### src/rtl/wb_stage_if.sv
// Bus bundle between the MEM stage, wb_stage and the regfile write port.
// The master side (MEM stage / bench) drives the in_* fields, stall and flush.
// The slave side (wb_stage) drives the regfile port, forwarding tap and counters.
interface wb_stage_if #(
  parameter int BITS      = 32,
  parameter int WORDS     = 32,
  parameter int ADDR_LEFT = $clog2(WORDS) - 1
);

  // pipeline control
  logic                 stall;
  logic                 flush;

  // retiring instruction from MEM
  logic                 in_valid;
  logic                 in_reg_write;
  logic                 in_mem_to_reg;
  logic [1:0]           in_load_size;
  logic                 in_load_uns;
  logic [1:0]           in_byte_off;
  logic [ADDR_LEFT:0]   in_waddr;
  logic [BITS-1:0]      in_alu_result;
  logic [BITS-1:0]      in_mem_rdata;
  logic                 in_jal;
  logic [BITS-1:0]      in_pc_addr;

  // regfile write port
  logic                 rw_;
  logic [ADDR_LEFT:0]   waddr;
  logic [BITS-1:0]      wdata;
  logic [3:0]           byte_en;
  logic                 jal;
  logic [BITS-1:0]      pc_addr;

  // EX bypass tap and status
  logic                 fwd_valid;
  logic [ADDR_LEFT:0]   fwd_addr;
  logic [BITS-1:0]      fwd_data;
  logic                 align_err;
  logic [BITS-1:0]      retire_count;

  modport master (
    output stall, flush,
    output in_valid, in_reg_write, in_mem_to_reg, in_load_size, in_load_uns,
    output in_byte_off, in_waddr, in_alu_result, in_mem_rdata, in_jal, in_pc_addr,
    input  rw_, waddr, wdata, byte_en, jal, pc_addr,
    input  fwd_valid, fwd_addr, fwd_data, align_err, retire_count
  );

  modport slave (
    input  stall, flush,
    input  in_valid, in_reg_write, in_mem_to_reg, in_load_size, in_load_uns,
    input  in_byte_off, in_waddr, in_alu_result, in_mem_rdata, in_jal, in_pc_addr,
    output rw_, waddr, wdata, byte_en, jal, pc_addr,
    output fwd_valid, fwd_addr, fwd_data, align_err, retire_count
  );

endinterface

### src/rtl/wb_stage.sv
// MEM/WB pipeline register plus writeback formatter feeding the regfile.
//
// state     | meaning
// ----------+------------------------------------------------------------
// ST_EMPTY  | no instruction held (bubble, flushed, or after reset)
// ST_LIVE   | instruction held, first cycle: writes regfile and retires
// ST_DONE   | same instruction held under stall, already written/retired
//
// Outputs are purely combinational from the captured fields, so an
// instruction reaches the regfile port one edge after MEM presents it.
module wb_stage #(
  parameter int BITS      = 32,
  parameter int WORDS     = 32,
  parameter int ADDR_LEFT = $clog2(WORDS) - 1
) (
  input logic     clk,
  input logic     rst,
  wb_stage_if.slave bus
);

  typedef enum logic [1:0] {
    ST_EMPTY = 2'b00,
    ST_LIVE  = 2'b01,
    ST_DONE  = 2'b10
  } state_t;

  localparam logic [1:0]         SZ_BYTE  = 2'b01;
  localparam logic [1:0]         SZ_HALF  = 2'b10;
  localparam logic [ADDR_LEFT:0] LINK_REG = (ADDR_LEFT + 1)'(31);
  localparam logic [BITS-1:0]    ONE      = BITS'(1);

  state_t               state_q, state_d;
  logic                 reg_write_q, reg_write_d;
  logic                 mem_to_reg_q, mem_to_reg_d;
  logic [1:0]           load_size_q, load_size_d;
  logic                 load_uns_q, load_uns_d;
  logic [1:0]           byte_off_q, byte_off_d;
  logic [ADDR_LEFT:0]   waddr_q, waddr_d;
  logic [BITS-1:0]      alu_q, alu_d;
  logic [BITS-1:0]      rdata_q, rdata_d;
  logic                 jal_q, jal_d;
  logic [BITS-1:0]      pc_q, pc_d;
  logic [BITS-1:0]      retire_q, retire_d;

  logic                 valid_q;
  logic                 first_q;
  logic                 misalign;
  logic [7:0]           lane_b;
  logic [15:0]          lane_h;
  logic [BITS-1:0]      load_data;
  logic [3:0]           load_be;
  logic [BITS-1:0]      result;
  logic [3:0]           result_be;
  logic [ADDR_LEFT:0]   fwd_addr;
  logic                 wr_ok;

  // Held instruction exists; first_q marks its single write/retire cycle.
  assign valid_q = (state_q != ST_EMPTY);
  assign first_q = (state_q == ST_LIVE);

  // State register and captured instruction fields.
  always_ff @(posedge clk or posedge rst) begin
    if (rst) begin
      state_q      <= ST_EMPTY;
      reg_write_q  <= 1'b0;
      mem_to_reg_q <= 1'b0;
      load_size_q  <= 2'b00;
      load_uns_q   <= 1'b0;
      byte_off_q   <= 2'b00;
      waddr_q      <= '0;
      alu_q        <= '0;
      rdata_q      <= '0;
      jal_q        <= 1'b0;
      pc_q         <= '0;
      retire_q     <= '0;
    end else begin
      state_q      <= state_d;
      reg_write_q  <= reg_write_d;
      mem_to_reg_q <= mem_to_reg_d;
      load_size_q  <= load_size_d;
      load_uns_q   <= load_uns_d;
      byte_off_q   <= byte_off_d;
      waddr_q      <= waddr_d;
      alu_q        <= alu_d;
      rdata_q      <= rdata_d;
      jal_q        <= jal_d;
      pc_q         <= pc_d;
      retire_q     <= retire_d;
    end
  end

  // Next state: flush wins over stall; a stall freezes the fields and moves
  // a live instruction to DONE so it never writes or retires twice.
  always_comb begin
    state_d      = state_q;
    reg_write_d  = reg_write_q;
    mem_to_reg_d = mem_to_reg_q;
    load_size_d  = load_size_q;
    load_uns_d   = load_uns_q;
    byte_off_d   = byte_off_q;
    waddr_d      = waddr_q;
    alu_d        = alu_q;
    rdata_d      = rdata_q;
    jal_d        = jal_q;
    pc_d         = pc_q;

    if (bus.flush) begin
      state_d = ST_EMPTY;
    end else if (!bus.stall) begin
      state_d      = bus.in_valid ? ST_LIVE : ST_EMPTY;
      reg_write_d  = bus.in_reg_write;
      mem_to_reg_d = bus.in_mem_to_reg;
      load_size_d  = bus.in_load_size;
      load_uns_d   = bus.in_load_uns;
      byte_off_d   = bus.in_byte_off;
      waddr_d      = bus.in_waddr;
      alu_d        = bus.in_alu_result;
      rdata_d      = bus.in_mem_rdata;
      jal_d        = bus.in_jal;
      pc_d         = bus.in_pc_addr;
    end else begin
      case (state_q)
        ST_LIVE:  state_d = ST_DONE;
        ST_DONE:  state_d = ST_DONE;
        default:  state_d = ST_EMPTY;
      endcase
    end
  end

  // Retire counter: one count per instruction on its first held cycle, wraps.
  always_comb begin
    retire_d = retire_q;
    if (first_q) begin
      retire_d = retire_q + ONE;
    end
  end

  // Lane selection from the raw memory word.
  always_comb begin
    lane_b = rdata_q[7:0];
    case (byte_off_q)
      2'd1:    lane_b = rdata_q[15:8];
      2'd2:    lane_b = rdata_q[23:16];
      2'd3:    lane_b = rdata_q[31:24];
      default: lane_b = rdata_q[7:0];
    endcase
    lane_h = byte_off_q[1] ? rdata_q[31:16] : rdata_q[15:0];
  end

  // Load formatting: signed loads sign-extend with full byte enables,
  // unsigned loads zero-extend and narrow the enables; size 11 acts as word.
  always_comb begin
    load_data = rdata_q;
    load_be   = 4'b1111;
    if (load_size_q == SZ_BYTE) begin
      if (load_uns_q) begin
        load_data = {{(BITS-8){1'b0}}, lane_b};
        load_be   = 4'b0001;
      end else begin
        load_data = {{(BITS-8){lane_b[7]}}, lane_b};
      end
    end else if (load_size_q == SZ_HALF) begin
      if (load_uns_q) begin
        load_data = {{(BITS-16){1'b0}}, lane_h};
        load_be   = 4'b0011;
      end else begin
        load_data = {{(BITS-16){lane_h[15]}}, lane_h};
      end
    end
  end

  // Result mux; odd-offset halfword loads are dropped rather than written.
  always_comb begin
    misalign  = mem_to_reg_q & (load_size_q == SZ_HALF) & byte_off_q[0];
    result    = mem_to_reg_q ? load_data : alu_q;
    result_be = mem_to_reg_q ? load_be : 4'b1111;
    fwd_addr  = jal_q ? LINK_REG : waddr_q;
    wr_ok     = first_q & reg_write_q & (|waddr_q) & ~misalign;
  end

  // Regfile port, bypass tap and status; a jal to r31 still requests the
  // normal write because the regfile resolves it in favour of the link.
  always_comb begin
    bus.rw_          = ~wr_ok;
    bus.waddr        = waddr_q;
    bus.wdata        = result;
    bus.byte_en      = result_be;
    bus.jal          = first_q & jal_q;
    bus.pc_addr      = pc_q;
    bus.fwd_valid    = valid_q & (reg_write_q | jal_q) & (|fwd_addr) & ~misalign;
    bus.fwd_addr     = fwd_addr;
    bus.fwd_data     = jal_q ? (pc_q + ONE) : result;
    bus.align_err    = first_q & misalign;
    bus.retire_count = retire_q;
  end

endmodule

### src/flat_wrapper.sv
// flat-port wrapper written by rule: the top's interface ports become plain ports
module wb_stage_flat 
#(
  parameter int BITS      = 32,
  parameter int WORDS     = 32,
  parameter int ADDR_LEFT = $clog2(WORDS) - 1
)
  (clk, rst, bus_stall, bus_flush, bus_in_valid, bus_in_reg_write, bus_in_mem_to_reg, bus_in_load_size, bus_in_load_uns, bus_in_byte_off, bus_in_waddr, bus_in_alu_result, bus_in_mem_rdata, bus_in_jal, bus_in_pc_addr, bus_rw_, bus_waddr, bus_wdata, bus_byte_en, bus_jal, bus_pc_addr, bus_fwd_valid, bus_fwd_addr, bus_fwd_data, bus_align_err, bus_retire_count);
  wb_stage_if #(.BITS(BITS), .WORDS(WORDS), .ADDR_LEFT(ADDR_LEFT)) bus_i ();
  input logic clk;
  input logic rst;
  input wire logic [$bits(bus_i.stall)-1:0] bus_stall;
  input wire logic [$bits(bus_i.flush)-1:0] bus_flush;
  input wire logic [$bits(bus_i.in_valid)-1:0] bus_in_valid;
  input wire logic [$bits(bus_i.in_reg_write)-1:0] bus_in_reg_write;
  input wire logic [$bits(bus_i.in_mem_to_reg)-1:0] bus_in_mem_to_reg;
  input wire logic [$bits(bus_i.in_load_size)-1:0] bus_in_load_size;
  input wire logic [$bits(bus_i.in_load_uns)-1:0] bus_in_load_uns;
  input wire logic [$bits(bus_i.in_byte_off)-1:0] bus_in_byte_off;
  input wire logic [$bits(bus_i.in_waddr)-1:0] bus_in_waddr;
  input wire logic [$bits(bus_i.in_alu_result)-1:0] bus_in_alu_result;
  input wire logic [$bits(bus_i.in_mem_rdata)-1:0] bus_in_mem_rdata;
  input wire logic [$bits(bus_i.in_jal)-1:0] bus_in_jal;
  input wire logic [$bits(bus_i.in_pc_addr)-1:0] bus_in_pc_addr;
  output wire logic [$bits(bus_i.rw_)-1:0] bus_rw_;
  output wire logic [$bits(bus_i.waddr)-1:0] bus_waddr;
  output wire logic [$bits(bus_i.wdata)-1:0] bus_wdata;
  output wire logic [$bits(bus_i.byte_en)-1:0] bus_byte_en;
  output wire logic [$bits(bus_i.jal)-1:0] bus_jal;
  output wire logic [$bits(bus_i.pc_addr)-1:0] bus_pc_addr;
  output wire logic [$bits(bus_i.fwd_valid)-1:0] bus_fwd_valid;
  output wire logic [$bits(bus_i.fwd_addr)-1:0] bus_fwd_addr;
  output wire logic [$bits(bus_i.fwd_data)-1:0] bus_fwd_data;
  output wire logic [$bits(bus_i.align_err)-1:0] bus_align_err;
  output wire logic [$bits(bus_i.retire_count)-1:0] bus_retire_count;
  assign bus_i.stall = bus_stall;
  assign bus_i.flush = bus_flush;
  assign bus_i.in_valid = bus_in_valid;
  assign bus_i.in_reg_write = bus_in_reg_write;
  assign bus_i.in_mem_to_reg = bus_in_mem_to_reg;
  assign bus_i.in_load_size = bus_in_load_size;
  assign bus_i.in_load_uns = bus_in_load_uns;
  assign bus_i.in_byte_off = bus_in_byte_off;
  assign bus_i.in_waddr = bus_in_waddr;
  assign bus_i.in_alu_result = bus_in_alu_result;
  assign bus_i.in_mem_rdata = bus_in_mem_rdata;
  assign bus_i.in_jal = bus_in_jal;
  assign bus_i.in_pc_addr = bus_in_pc_addr;
  assign bus_rw_ = bus_i.rw_;
  assign bus_waddr = bus_i.waddr;
  assign bus_wdata = bus_i.wdata;
  assign bus_byte_en = bus_i.byte_en;
  assign bus_jal = bus_i.jal;
  assign bus_pc_addr = bus_i.pc_addr;
  assign bus_fwd_valid = bus_i.fwd_valid;
  assign bus_fwd_addr = bus_i.fwd_addr;
  assign bus_fwd_data = bus_i.fwd_data;
  assign bus_align_err = bus_i.align_err;
  assign bus_retire_count = bus_i.retire_count;
  wb_stage #(.BITS(BITS), .WORDS(WORDS), .ADDR_LEFT(ADDR_LEFT)) u_core (.clk(clk), .rst(rst), .bus(bus_i));
endmodule
### config.mk
export PLATFORM = sky130hd
export DESIGN_NAME = wb_stage_flat
export DESIGN_NICKNAME = d
export VERILOG_FILES = /design/src/rtl/wb_stage_if.sv /design/src/rtl/wb_stage.sv /design/src/flat_wrapper.sv
export SDC_FILE = /design/constraint.sdc
export NUM_CORES = 1
export LEC_CHECK = 0
export CAP_MARGIN = 30
export CORE_MARGIN = 1.5
export CORE_UTILIZATION = 46
export DETAILED_ROUTE_END_ITERATION = 6
export PLACE_DENSITY = 0.9
export SYNTH_ARGS = -nofsm -noshare
export SYNTH_HDL_FRONTEND = slang
export SYNTH_SLANG_ARGS = --single-unit
### constraint.sdc
create_clock -name clk -period 5.8 [get_ports clk]
set_input_delay 1.16 -clock clk [delete_from_list [all_inputs] [get_ports clk]]
set_output_delay 1.16 -clock clk [all_outputs]
set_load 0.005 [all_outputs]
[Word level (Yosys, flattened, before mapping)]
Index checks and enable logic that the tools add are counted.
Storage, ports and cells
  register bits after elaboration: 143
  bits of input ports: 114
  output and inout bits: 146
  logic and storage cells: 59
Cells by class
  add/subtract/negate cells: 2
  eq/ne operators: 7
  mux-type cells: 18
  bitwise logic cells: 15
  reduce and logical (&&, ||, !) cells: 5
Operator list (number)
  $mux W32: 6
  $add A32 B1 Y32 const B: 2
  $pmux W8 S3: 1
  $mux W4: 5
  $mux W16: 1
  $and A1 B1 Y1: 10
  $reduce_or A5 Y1: 2
  $eq A2 B2 Y1 const B: 4
  $eq A2 B1 Y1 const B: 3
  $mux W2: 3
  $mux W5: 1
  $not A1 Y1: 4
  $reduce_and A2 Y1: 1
  $reduce_bool A2 Y1: 1
  $reduce_or A2 Y1: 1
  $mux W1: 1
  $or A1 B1 Y1: 1

[Depth between registers and ports, before layout]
Gate-level depths: netlist of the first run.
  depth after elaboration: 6
  mapped depth: 8

[Least setup slack after synthesis of the first run]
Ideal clock, no wire load.
  path kind: reg-to-output
  from: reg u_core.byte_off_q[0]
  to: out bus_fwd_data[20]
  arrival time: 1.944 ns
  slack: 2.696 ns
  stages on the path, launching flop included: 8
  cells stage by stage: dfrtp_1 -> buf_2 -> mux4_2 -> a221oi_4 -> buf_4 -> a21oi_1 -> nor2_1 -> a21oi_1
Between the ends
  word-level cells in the longest chain between the ends: 6
  elaborated cells on any way between the ends: 8
Ends and longest elaborated chain
  from (decl): RTL line wb_stage.sv:37  | logic [1:0] byte_off_q, byte_off_d;
  from (signal assigned): RTL line wb_stage.sv:82  | byte_off_q <= byte_off_d;
  $eq A2 B2 Y1 / $eq A2 B1 Y1 (equally long branches): RTL line wb_stage.sv:141  | case (byte_off_q)
  $pmux W8 S3 (*): RTL line wb_stage.sv:141
  $mux W32 (*): RTL line wb_stage.sv:156  | if (load_uns_q) begin
  $mux W32 (*): RTL line wb_stage.sv:155  | if (load_size_q == SZ_BYTE) begin
  $mux W32 (*): RTL line wb_stage.sv:175  | result = mem_to_reg_q ? load_data : alu_q;
  net bus_wdata[20]: RTL line flat_wrapper.sv:27  | output wire logic [$bits(bus_i.wdata)-1:0] bus_wdata;
  $mux W32 (*): RTL line wb_stage.sv:192  | bus.fwd_data = jal_q ? (pc_q + ONE) : result;
  to (decl): RTL line flat_wrapper.sv:33  | output wire logic [$bits(bus_i.fwd_data)-1:0] bus_fwd_data;
Mark *: on every way through the listed nets, which the timed path passes. The rest lies on a longest branch.

[Worst setup path after layout of the first run]
  from: reg u_core.byte_off_q[1]
  to: out bus_fwd_data[20]
Between the ends
  word-level cells in the longest chain between the ends: 6
  elaborated cells on any way between the ends: 11
Ends and longest elaborated chain (RTL line)
  $eq A2 B2 Y1, or another cell as far along: wb_stage.sv:141
  $pmux W8 S3 / $mux W32 (equally long branches): wb_stage.sv:141, wb_stage.sv:163
  $mux W32 (on tied branches): wb_stage.sv:156, wb_stage.sv:162
  $mux W32 (*): wb_stage.sv:155
  $mux W32 (*): wb_stage.sv:175
  $mux W32 (*): wb_stage.sv:192
Mark *: on every way between the ends. The rest lies on a longest branch, timed or not.

==> key figures, run 1 <==
Global route
  – Vias in the first global route: 6,769
  – Initial antenna violation count: 0
  – Gr usage total: 28.41%
  – First-pass GRT wire length: 37,980 um
  – Total grt overflow: 0
  – Largest net degree at the start of global routing: 71

Synthesis
  – Synth Area per Inst: 10.72 um^2
  – Largest area contributor in the netlist: dfrtp_1
  – Register bit total from synthesis: 143
  – Dominant synthesized flop cell: dfrtp_1
  – Post-synth EDFFs: 0
  – XOR/XNOR share of the synthesized area: 6.943%
  – Post-Synth Simple-Gate Area: 15.48%
  – Mux contribution to synthesized area: 20.07%
  – Adder-Cell Fraction of Synth Area: 0.6504%
  – Distinct cells, synth: 46
  – Post-Synthesis Cell Area: 7695 um^2
  – Post-synthesis net count: 836
  – Syn Inst Count: 718
  – Post-synth top area share: 46.50%
  – Fraction of registers with async set/reset: 100.0%
  – Synth area leaders: dfrtp_1, mux2_2, xnor2_1
  – Yosys warnings: 0
  – Seq/Total Area, Yosys: 46.50%
  – Synth Area in Compound Gates: 6.797%
  – Main combinational cell family by area after synthesis: multiplexers

STA
  – Tmin final: 4.629 ns
  – Least-Margin Pin Slew: 0.9772 ns
  – Slew Viols, Final: 0
  – Period utilisation layout: 79.81%
  – RSZ-0062 raised after global routing: false
  – Normalized max-slew margin: 34.86%
  – Fmax: 216.0 MHz
  – Final setup viols: 0
  – Fin Setup TNS: 0 ns
  – Hold Vio Cnt, Final: 0
  – Setup ws final: 1.171 ns
  – Skew final: 0.007033 ns

Floorplan
  – Die Y: 132.3 um
  – Starting Density: 46.73%
  – Core Box Area: 16,470 um^2
  – Ports: 260
  – Die span in x: 132.3 um
  – Die footprint: 17,510 um^2
  – Num rows: 47

Place
  – PortBufs: 258
  – Area after DPL: 10,400 um^2
  – Final HPWL DP: 18,420 um
  – Setup WS pre-CTS: 1.644 ns
  – Gpl congestion: 0.9543
  – Placed Cells: 1,161

Worst setup path
  – Crit end category: output pin
  – Worst Setup Start Kind: register
  – Top fanout value on the critical path: 27
  – Critical Path AT: 3.47 ns
  – Setup CP Type: reg2out
  – Crit path required time: 4.64 ns

Final layout
  – Cell Count, Final, Fillers Out: 1,193
  – Final Instance Area: 10,980 um^2
  – N_diodes: 0
  – Area Overhead vs Synth: 42.75%
  – Fill cells: 1,254
  – Fin nets: 1,078
  – Share of post-route cells with drive strength above 1: 17.88%

Drt
  – Residual DRC: 0
  – Vias per inst: 5.614
  – Post-route ant nets: 0
  – Avg WL per Cell: 20.50 um
  – Via count: 6,697
  – First DRT Iteration DRCs: 420
  – Drt pass-1 iters: 5
  – Final WL: 24,460 um

CTS
  – CTS Buffer Depth: 2
  – Worst skew pair latency: 0.41 ns
  – CTS Buf Count: 17
  – CTS Hold Buffers Added: 0
  – CTS tree: built
  – CTS sink cnt: 143
  – Htree depth: 4
  – Post-CTS Setup Inserts: 0
  – CTS Root Cell: clkbuf_16
  – # resized after CTS: 0
  – Clock-pin slew on the worst setup and hold paths: 0.06 ns

Run status
  – Status: finished clean

Pwr
  – Leak: 4.448 nW
  – Pwr dens: 315.3 nW/um^2
  – Peak supply drop: 0.0002096 V

Min path
  – Worst Hold Class: reg2reg

Run
  – MaxCap Viol Count: 0
## placed cells by master (no fill, tap or decap), types with 4 or more instances in the layout
cell type and n:
a211oi_1 6, a21oi_1 47, a31oi_1 9, and2_1 13, and3_1 17, and3b_1 8
and4_1 6, buf_4 8, clkbuf_16 17, clkdlybuf4s50_1 258, clkinv_4 4, dfrtp_1 142
ha_1 4, inv_1 11, mux2_2 114, mux2i_1 8, mux4_2 8, nand2_1 57
nand3_1 18, nand4_1 13, nor2_1 62, nor3_1 9, nor4_1 9, o21ai_0 21
or2_2 6, xnor2_1 48, xor2_1 13
## critical path: stages, from the launching register on
cell and delay [ns]:
dfrtp_1 0.85, mux4_2 0.47, a221oi_4 0.73, a21oi_1 0.17
nor2_1 0.26, a21oi_1 0.08, clkdlybuf4s50_1 0.49
## worst paths after layout
path                                        startpoint  cells after the start  slack, ns                          end
max                               u_core.byte_off_q[1]                      6       1.17             bus_fwd_data[20]
min                        u_core.bus.retire_count[31]                      1       0.47  u_core.bus.retire_count[31]
max reg2reg                          u_core.state_q[1]                      7       3.15  u_core.bus.retire_count[31]
min reg2reg                u_core.bus.retire_count[31]                      1       0.47  u_core.bus.retire_count[31]
max in group asynchronous                          rst                      3       3.62          u_core.bus.waddr[4]
min in group asynchronous                          rst                      2       1.19   u_core.bus.retire_count[0]
## layout make-up
type                            instances  area [um^2]  share of cell area (%)
Multi-Input combinational cell        520         3854                   35.08
Sequential cell                       143         3580                   32.59
Timing Repair Buffer                  266         2643                   24.06
Clock buffer                           21        450.4                   4.101
Tap cell                              220        275.3                   2.506
Clock inverter                         11        132.6                   1.207
Inverter                               12        50.05                  0.4556
## metrics by stage
step	utilization (%)	hold WS (ns)	total power, W
after floorplan	-	0.4683	0.001759
after global placement	63.17	0.4622	0.002364
after detailed placement	63.17	0.4697	0.002382
after CTS	66.71	0.4778	0.003475
after global routing	66.71	0.5046	0.003616
final	66.71	0.4703	0.003463
## state kept, by name, summed over array words and instances, names as in the netlist
name                     cells
u_core.mem_to_reg_q          1
u_core.alu_q                32
u_core.state_q               2
u_core.load_size_q           2
u_core.rdata_q              32
u_core.bus.waddr             5
u_core.jal_q                 1
u_core.byte_off_q            2
u_core.bus.retire_count     32
u_core.bus.pc_addr          32
u_core.reg_write_q           1
u_core.load_uns_q            1
## per-layer routing
layer,global-route usage [%],part of all wire (%),wire length [um],vias to the layer above
met5,0,0,0,-
met4,10.50,3.1,749,0
met3,9.304,9.5,2312,41
met2,48.89,50,12270,354
met1,33.14,37,9130,3281
li1,-,-,-,3021
## kinds of logic after synthesis
group	count (synthesis)
compound gates	91
xor+xnor	61
fa+ha+maj	4
buf+inv	55
flops	143
mux	130
other cells	1
simple gates	233
## cell usage after synthesis, drive strengths merged, types with 2 or more instances
master    n
mux2    114
o21ai    21
nand3b    3
nand3    18
nor4      9
clkbuf   33
ha        4
nand4    14
xor2     13
nor2b     2
o21a      3
nor3b     2
xnor2    48
and4      7
dfrtp   143
mux4      8
a31oi     9
and3b     8
and2     13
mux2i     8
or2       6
inv      12
a211oi    6
buf       9
nor2     63
or4       2
nor3      9
a21oi    48
nand2    57
and3     17
## where the power goes
group          total [W]  leakage [nW]  internal [W]  switching (W)
Combinational    0.00107          2.42      0.000634       0.000431
Sequential       0.00131          1.75       0.00112       0.000189
Clock            0.00108         0.278      0.000650       0.000435
Power figures use the tool's default switching activity.
==> inputs of run 2 (changes only) <==
--- a/config.mk
+++ b/config.mk
@@ -7,9 +7,9 @@
 export LEC_CHECK = 0
 export CAP_MARGIN = 30
 export CORE_MARGIN = 1.5
-export CORE_UTILIZATION = 46
+export CORE_UTILIZATION = 42
 export DETAILED_ROUTE_END_ITERATION = 6
-export PLACE_DENSITY = 0.9
+export PLACE_DENSITY = 0.87
 export SYNTH_ARGS = -nofsm -noshare
 export SYNTH_HDL_FRONTEND = slang
 export SYNTH_SLANG_ARGS = --single-unit
==> constraint.sdc (replaced) <==
create_clock -name clk -period 3.8 [get_ports clk]
set_input_delay 0.76 -clock clk [delete_from_list [all_inputs] [get_ports clk]]
set_output_delay 0.76 -clock clk [all_outputs]
set_load 0.005 [all_outputs]
==> key figures, run 2 (synthesis gave the netlist of run 1 again) <==
Run status
  – Status: finished clean

Worst setup path
  – Setup CP Type: reg2out
  – Slowest cell on the critical path: or4_4
  – Family with the most delay on the worst path: simple AND/OR/NAND/NOR gates
  – Crit path required time: 3.04 ns (-1.60 ns)
  – CP Cell Sequence: nand4_2 > or4_4 > nor4_1 > xnor2_1 > a21oi_1 > clkdlybuf4s50_1
  – Top fanout value on the critical path: 12 (-56%)
  – Crit end category: output pin
  – Worst Setup Start Kind: register
  – WP buf/inv: 1 (unchanged)
  – Critical Path AT: 2.88 ns (-0.59 ns)
  – Largest stage delay, worst path: 0.65 ns (-0.20 ns)

Drt
  – Final WL: 25,560 um (+4.5%)
  – Post-route ant nets: 0 (unchanged)
  – Avg WL per Cell: 21.03 um (+2.6%)
  – Vias per inst: 5.616 (about the same)
  – Residual DRC: 0 (unchanged)
  – Drt pass-1 iters: 6 (+1)
  – First DRT Iteration DRCs: 436 (+3.8%)
  – Via count: 6,824 (+1.9%)

Global route
  – Gr usage total: 26.94% (-1.5 points)
  – Largest net degree at the start of global routing: 68 (-4.2%)
  – Initial antenna violation count: 0 (unchanged)
  – Vias in the first global route: 6,904 (+2.0%)
  – Total grt overflow: 0 (unchanged)
  – First-pass GRT wire length: 39,560 um (+4.2%)

STA
  – Setup ws final: 0.1598 ns (-1.011 ns)
  – Final setup viols: 0 (unchanged)
  – Slew Viols, Final: 0 (unchanged)
  – Least-Margin Pin Slew: 0.8034 ns (-0.1738 ns)
  – RSZ-0062 raised after global routing: true
  – Hold Vio Cnt, Final: 0 (unchanged)
  – Tmin final: 3.640 ns
  – Period utilisation layout: 95.79%
  – Normalized max-slew margin: 46.44% (+12 points)
  – Fin Setup TNS: 0 ns (unchanged)
  – Skew final: 0.008835 ns (+0.001802 ns)
  – Fmax: 274.7 MHz

Pwr
  – Peak supply drop: 0.0003271 V (+56%)
  – Pwr dens: 484.0 nW/um^2 (+54%)
  – Leak: 4.555 nW (+2.4%)

Final layout
  – Final core occ: 62.60% (-4.1 points)
  – Most common cell after layout, fill and taps aside: clkdlybuf4s50_1
  – Fill cells: 1,414 (+13%)
  – Share of post-route cells with drive strength above 1: 20.20% (+2.3 points)
  – Area Overhead vs Synth: 46.15%
  – Commonest cells after routing, fill and taps aside: clkdlybuf4s50_1, dfrtp_1, mux2_2
  – Fin nets: 1,090 (+1.1%)

Place
  – Final HPWL DP: 19,010 um (+3.2%)
  – Gpl congestion: 0.9480 (-0.66%)
  – Setup WS pre-CTS: 0.3471 ns (-1.297 ns)
  – PortBufs: 258 (unchanged)

CTS
  – CTS Root Cell: clkbuf_16
  – Worst skew pair latency: 0.42 ns (about the same)
  – CTS Buf Count: 17 (unchanged)
  – Post-CTS Setup Inserts: 0 (unchanged)
  – CTS sink cnt: 143 (unchanged)
  – Htree depth: 4 (unchanged)
  – CTS tree: built
  – Clock-pin slew on the worst setup and hold paths: 0.06 ns (about the same)
  – CTS Buffer Depth: 2 (unchanged)

Floorplan
  – Starting Density: 42.84% (-3.9 points)
  – Die Y: 138.4 um (+4.5%)
  – Die footprint: 19,140 um^2 (+9.3%)
  – Ports: 260 (unchanged)
  – Core Box Area: 17,960 um^2 (+9.1%)
  – Num rows: 49 (+4.3%)
  – Die span in x: 138.4 um (+4.5%)

Run
  – MaxCap Viol Count: 0 (unchanged)

Min path
  – Worst Hold Class: reg2reg
[run 2: what timing repair did]
item	CTS	global route
hold buffers	0	0
resized for setup	2	12
endpoints found under the setup margin	12	22
[run 2: power breakdown]
| group | internal [W] | switching [W] | total [W] |
|---|---|---|---|
| sequential | 0.00172 | 0.000282 | 0.00200 |
| combinational | 0.00101 | 0.000709 | 0.00172 |
| clock | 0.00102 | 0.000707 | 0.00172 |
[run 2: worst paths after layout]
path                                              from                     endpoint  slack, ns  cells past startpoint
setup / recovery                u_core.bus.pc_addr[10]             bus_fwd_data[29]       0.16                      6
hold / removal             u_core.bus.retire_count[31]  u_core.bus.retire_count[31]       0.48                      1
setup reg to reg                     u_core.state_q[1]  u_core.bus.retire_count[31]       1.24                      7
hold reg to reg            u_core.bus.retire_count[31]  u_core.bus.retire_count[31]       0.48                      1
max in group asynchronous                          rst        u_core.bus.pc_addr[9]       2.47                      4
min in group asynchronous                          rst  u_core.bus.retire_count[13]       0.57                      2
[run 2: metrics by stage]
stage               total power [W]  hold slack (ns)  area, um^2  instances
finish                     0.005443           0.4813       11250       1215
global route               0.005688           0.4969       11240       1214
CTS                        0.005458           0.4871       11170       1213
detailed placement         0.003698           0.4785       10560       1181
global placement           0.003669           0.4619       10560       1181
floorplan                  0.002686           0.4683        7699        718
[run 2: per-layer routing]
layer / wire, um / track usage, % / up-vias / part of all wire (%)
li1: - / - / 3038 / -
met1: 9323 / 30.70 / 3330 / 36
met2: 12690 / 45.69 / 393 / 50
met3: 2469 / 9.214 / 63 / 9.7
met4: 1072 / 12.30 / 0 / 4.2
met5: 0 / 0 / - / 0
[run 2: cell type report]
type / instances / area, um^2 / area share (%)
inverters: 12 / 48.80 / 0.4339
flip-flops and latches: 143 / 3582 / 31.85
diodes: 1 / 2.502 / 0.02225
well taps: 229 / 286.5 / 2.548
repair buffers: 278 / 2819 / 25.07
clock buffers: 19 / 452.9 / 4.028
clock inverters: 13 / 150.1 / 1.335
multi-input cells: 520 / 3904 / 34.71
==> inputs of run 3 (changes only) <==
--- a/config.mk
+++ b/config.mk
@@ -5,10 +5,13 @@
 export SDC_FILE = /design/constraint.sdc
 export NUM_CORES = 1
 export LEC_CHECK = 0
+export ABC_AREA = 1
 export CAP_MARGIN = 30
 export CORE_MARGIN = 1.5
-export CORE_UTILIZATION = 42
+export CORE_UTILIZATION = 44
 export DETAILED_ROUTE_END_ITERATION = 6
+export GPL_ROUTABILITY_DRIVEN = 0
+export HOLD_SLACK_MARGIN = 0.12
 export PLACE_DENSITY = 0.87
 export SYNTH_ARGS = -nofsm -noshare
 export SYNTH_HDL_FRONTEND = slang
==> key figures, run 3 <==
Drt
  – Vias per inst: 5.293 (-5.8%)
  – Drt pass-1 iters: 7 (+1)
  – Avg WL per Cell: 17.71 um (-16%)
  – Post-route ant nets: 0 (unchanged)
  – Final WL: 32,130 um (+26%)
  – First DRT Iteration DRCs: 904 (+110%)
  – Via count: 9,601 (+41%)
  – Residual DRC: 1 (+1)

Final layout
  – Commonest cells after routing, fill and taps aside: nand2_1, clkdlybuf4s50_1, inv_1
  – Most common cell after layout, fill and taps aside: nand2_1
  – Multi-input gate area: 4352 um^2 (+11%)
  – Fin nets: 1,654 (+52%)
  – Register area: 3580 um^2 (about the same)
  – N_diodes: 0 (-1)
  – Area Overhead vs Synth: 39.36%
  – Fill cells: 1,683 (+19%)
  – Share of post-route cells with drive strength above 1: 5.100% (-15 points)

STA
  – Fmax: 290.0 MHz (+5.6%)
  – Slew Viols, Final: 0 (unchanged)
  – Tmin final: 3.448 ns (-0.1920 ns)
  – Period utilisation layout: 90.74% (-5.1 points)
  – RSZ-0062 raised after global routing: false
  – Final setup viols: 0 (unchanged)
  – Normalized max-slew margin: 52.00% (+5.6 points)
  – Least-Margin Pin Slew: 0.7200 ns (-0.08333 ns)
  – Skew final: 0.005986 ns (-0.002849 ns)
  – Fin Setup TNS: 0 ns (unchanged)
  – Hold Vio Cnt, Final: 0 (unchanged)
  – Setup ws final: 0.3518 ns (+0.1920 ns)

Pwr
  – Tot Pwr: 0.005532 W (+1.6%)
  – Pwr dens: 452.9 nW/um^2 (-6.4%)
  – Peak supply drop: 0.0003152 V (-3.7%)
  – Leak: 5.782 nW (+27%)

Synthesis
  – Synth Area per Inst: 6.727 um^2 (-37%)
  – XOR/XNOR share of the synthesized area: 2.998% (-3.9 points)
  – Post-synthesis net count: 1,421 (+70%)
  – Register bit total from synthesis: 143 (unchanged)
  – Distinct cells, synth: 39 (-15%)
  – Yosys warnings: 0 (unchanged)
  – Post-synth EDFFs: 0 (unchanged)
  – Mux contribution to synthesized area: 0% (-20 points)
  – Synth area leaders: dfrtp_1, nand2_1, nand3_1
  – Syn Inst Count: 1,303 (+81%)
  – Seq/Total Area, Yosys: 40.83% (-5.7 points)
  – Post-Synthesis Cell Area: 8765 um^2 (+14%)
  – Most numerous cell in the Yosys netlist: nand2_1
  – Dominant synthesized flop cell: dfrtp_1
  – Largest area contributor in the netlist: dfrtp_1
  – Commonest cells post-synth: nand2_1, inv_1, dfrtp_1, nand3_1, nor2_1
  – Synth Area in Compound Gates: 7.380% (+0.58 points)
  – Fraction of registers with async set/reset: 100.0% (unchanged)
  – Main combinational cell family by area after synthesis: simple AND/OR/NAND/NOR gates
  – Adder-Cell Fraction of Synth Area: 0.5710% (-0.079 points)
  – Post-synth top area share: 40.83% (-5.7 points)
  – Post-Synth Simple-Gate Area: 38.49% (+23 points)

Floorplan
  – Die Y: 144.1 um (+4.2%)
  – Core Box Area: 19,530 um^2 (+8.7%)
  – Ports: 260 (unchanged)
  – Num rows: 51 (+4.1%)
  – Die span in x: 144.1 um (+4.2%)
  – Die footprint: 20,770 um^2 (+8.5%)
  – Starting Density: 44.89% (+2.1 points)

Worst setup path
  – Crit path required time: 3.04 ns (about the same)
  – Worst Setup Start Kind: register
  – Crit end category: output pin
  – RR Startpoint: u_core.bus.retire_count[0]
  – Top fanout value on the critical path: 24 (+12)
  – Slowest cell on the critical path: clkdlybuf4s50_1
  – CP Cell Sequence: inv_1 > nand3_1 > nand3_2 > nand2_1 > nand2_2 > nand2_4 > a21oi_1 > clkdlybuf4s50_1
  – Critical path startpoint: u_core.byte_off_q[0]
  – Family with the most delay on the worst path: buffers and inverters
  – Critical Path AT: 2.69 ns (-0.19 ns)
  – Setup CP Type: reg2out
  – Largest stage delay, worst path: 0.57 ns (-0.08 ns)
  – WP buf/inv: 2 (+1)

Global route
  – Gr usage total: 31.32% (+4.4 points)
  – Total grt overflow: 0 (unchanged)
  – Initial antenna violation count: 1 (+1)
  – Largest net degree at the start of global routing: 177 (+160%)
  – Vias in the first global route: 9,169 (+33%)
  – First-pass GRT wire length: 49,110 um (+24%)

Place
  – PortBufs: 258 (unchanged)
  – Final HPWL DP: 24,070 um (+27%)
  – Setup WS pre-CTS: 0.6115 ns (+0.2645 ns)

Run
  – MaxCap Viol Count: 0 (unchanged)

CTS
  – CTS sink cnt: 143 (unchanged)
  – Htree depth: 4 (unchanged)
  – CTS tree: built
  – CTS Buf Count: 17 (unchanged)
  – CTS Buffer Depth: 2 (unchanged)
  – Worst skew pair latency: 0.42 ns (about the same)
  – CTS Root Cell: clkbuf_16
  – Clock-pin slew on the worst setup and hold paths: 0.07 ns (about the same)
  – CTS Hold Buffers Added: 0 (unchanged)

Run status
  – Status: complete, but fails checks
  – Failing checks: design-rule violations

Min path
  – Worst Hold Class: reg2reg
  – Critical hold path startpoint: u_core.alu_q[16]
-- run 3: changes by cell type after synthesis, sizes merged, moves of 36 or more --
cell,delta
nand2,+451
o21ai,+59
nor2,+46
xnor2,-36
nand3,+127
mux2,-114
inv,+136
-- run 3: final timing paths --
check,slack (ns),end,cells past startpoint
setup / recovery,0.35,bus_wdata[28],8
hold / removal,0.47,u_core.alu_q[16],2
setup reg to reg,1.94,u_core.bus.retire_count[30],8
hold reg to reg,0.47,u_core.alu_q[16],2
max in group asynchronous,2.34,u_core.bus.pc_addr[7],3
min in group asynchronous,0.58,u_core.state_q[1],2
-- run 3: report_power, final --
| part | internal [W] | total (W) | switching [W] |
|---|---|---|---|
| registers | 0.00169 | 0.00189 | 0.000195 |
| clock network | 0.00126 | 0.00195 | 0.000693 |
| logic | 0.000803 | 0.00169 | 0.000891 |
-- run 3: layout make-up --
type | count | area share [%]
Clock buffer | 20 | 3.657
Clock inverter | 12 | 1.895
Inverter | 150 | 4.671
Multi-Input combinational cell | 955 | 35.63
Sequential cell | 143 | 29.31
Tap cell | 265 | 2.715
Timing Repair Buffer | 269 | 22.13
-- run 3: per-layer routing --
metal | global-route usage (%) | wire length, um
met2 | 50.77 | 14910
met3 | 8.013 | 3408
met4 | 17.22 | 1636
met5 | 0 | 17
met1 | 38.10 | 12150
-- run 3: logic make-up after synthesis --
family | Yosys count
other cells | 1
fa+ha+maj | 4
flops | 143
xor+xnor | 30
compound gates | 123
simple gates | 797
buf+inv | 205
-- run 3: what timing repair did --
| action | in CTS | in global routing |
|---|---|---|
| setup buffers | 0 | 0 |
| resized for setup | 0 | 1 |
| endpoints found under the setup margin | 0 | 4 |
-- run 3: per-stage QoR --
stage	util, %	cell area, um^2	hold WS, ns	cells
after global placement	59.04	11530	0.4541	1782
after detailed placement	59.04	11530	0.4601	1782
final	62.55	12210	0.4739	1814
after global routing	62.55	12210	0.4994	1814
after floorplan	-	8768	0.4426	1303
after CTS	62.51	12210	0.4763	1814
-- run 3: tightest hold or removal path, delay by kind of cell (launching register included) --
| kind | cells | cell delay [ns] |
|---|---|---|
| simple gates | 2 | 0.09 |
| flops | 1 | 0.35 |
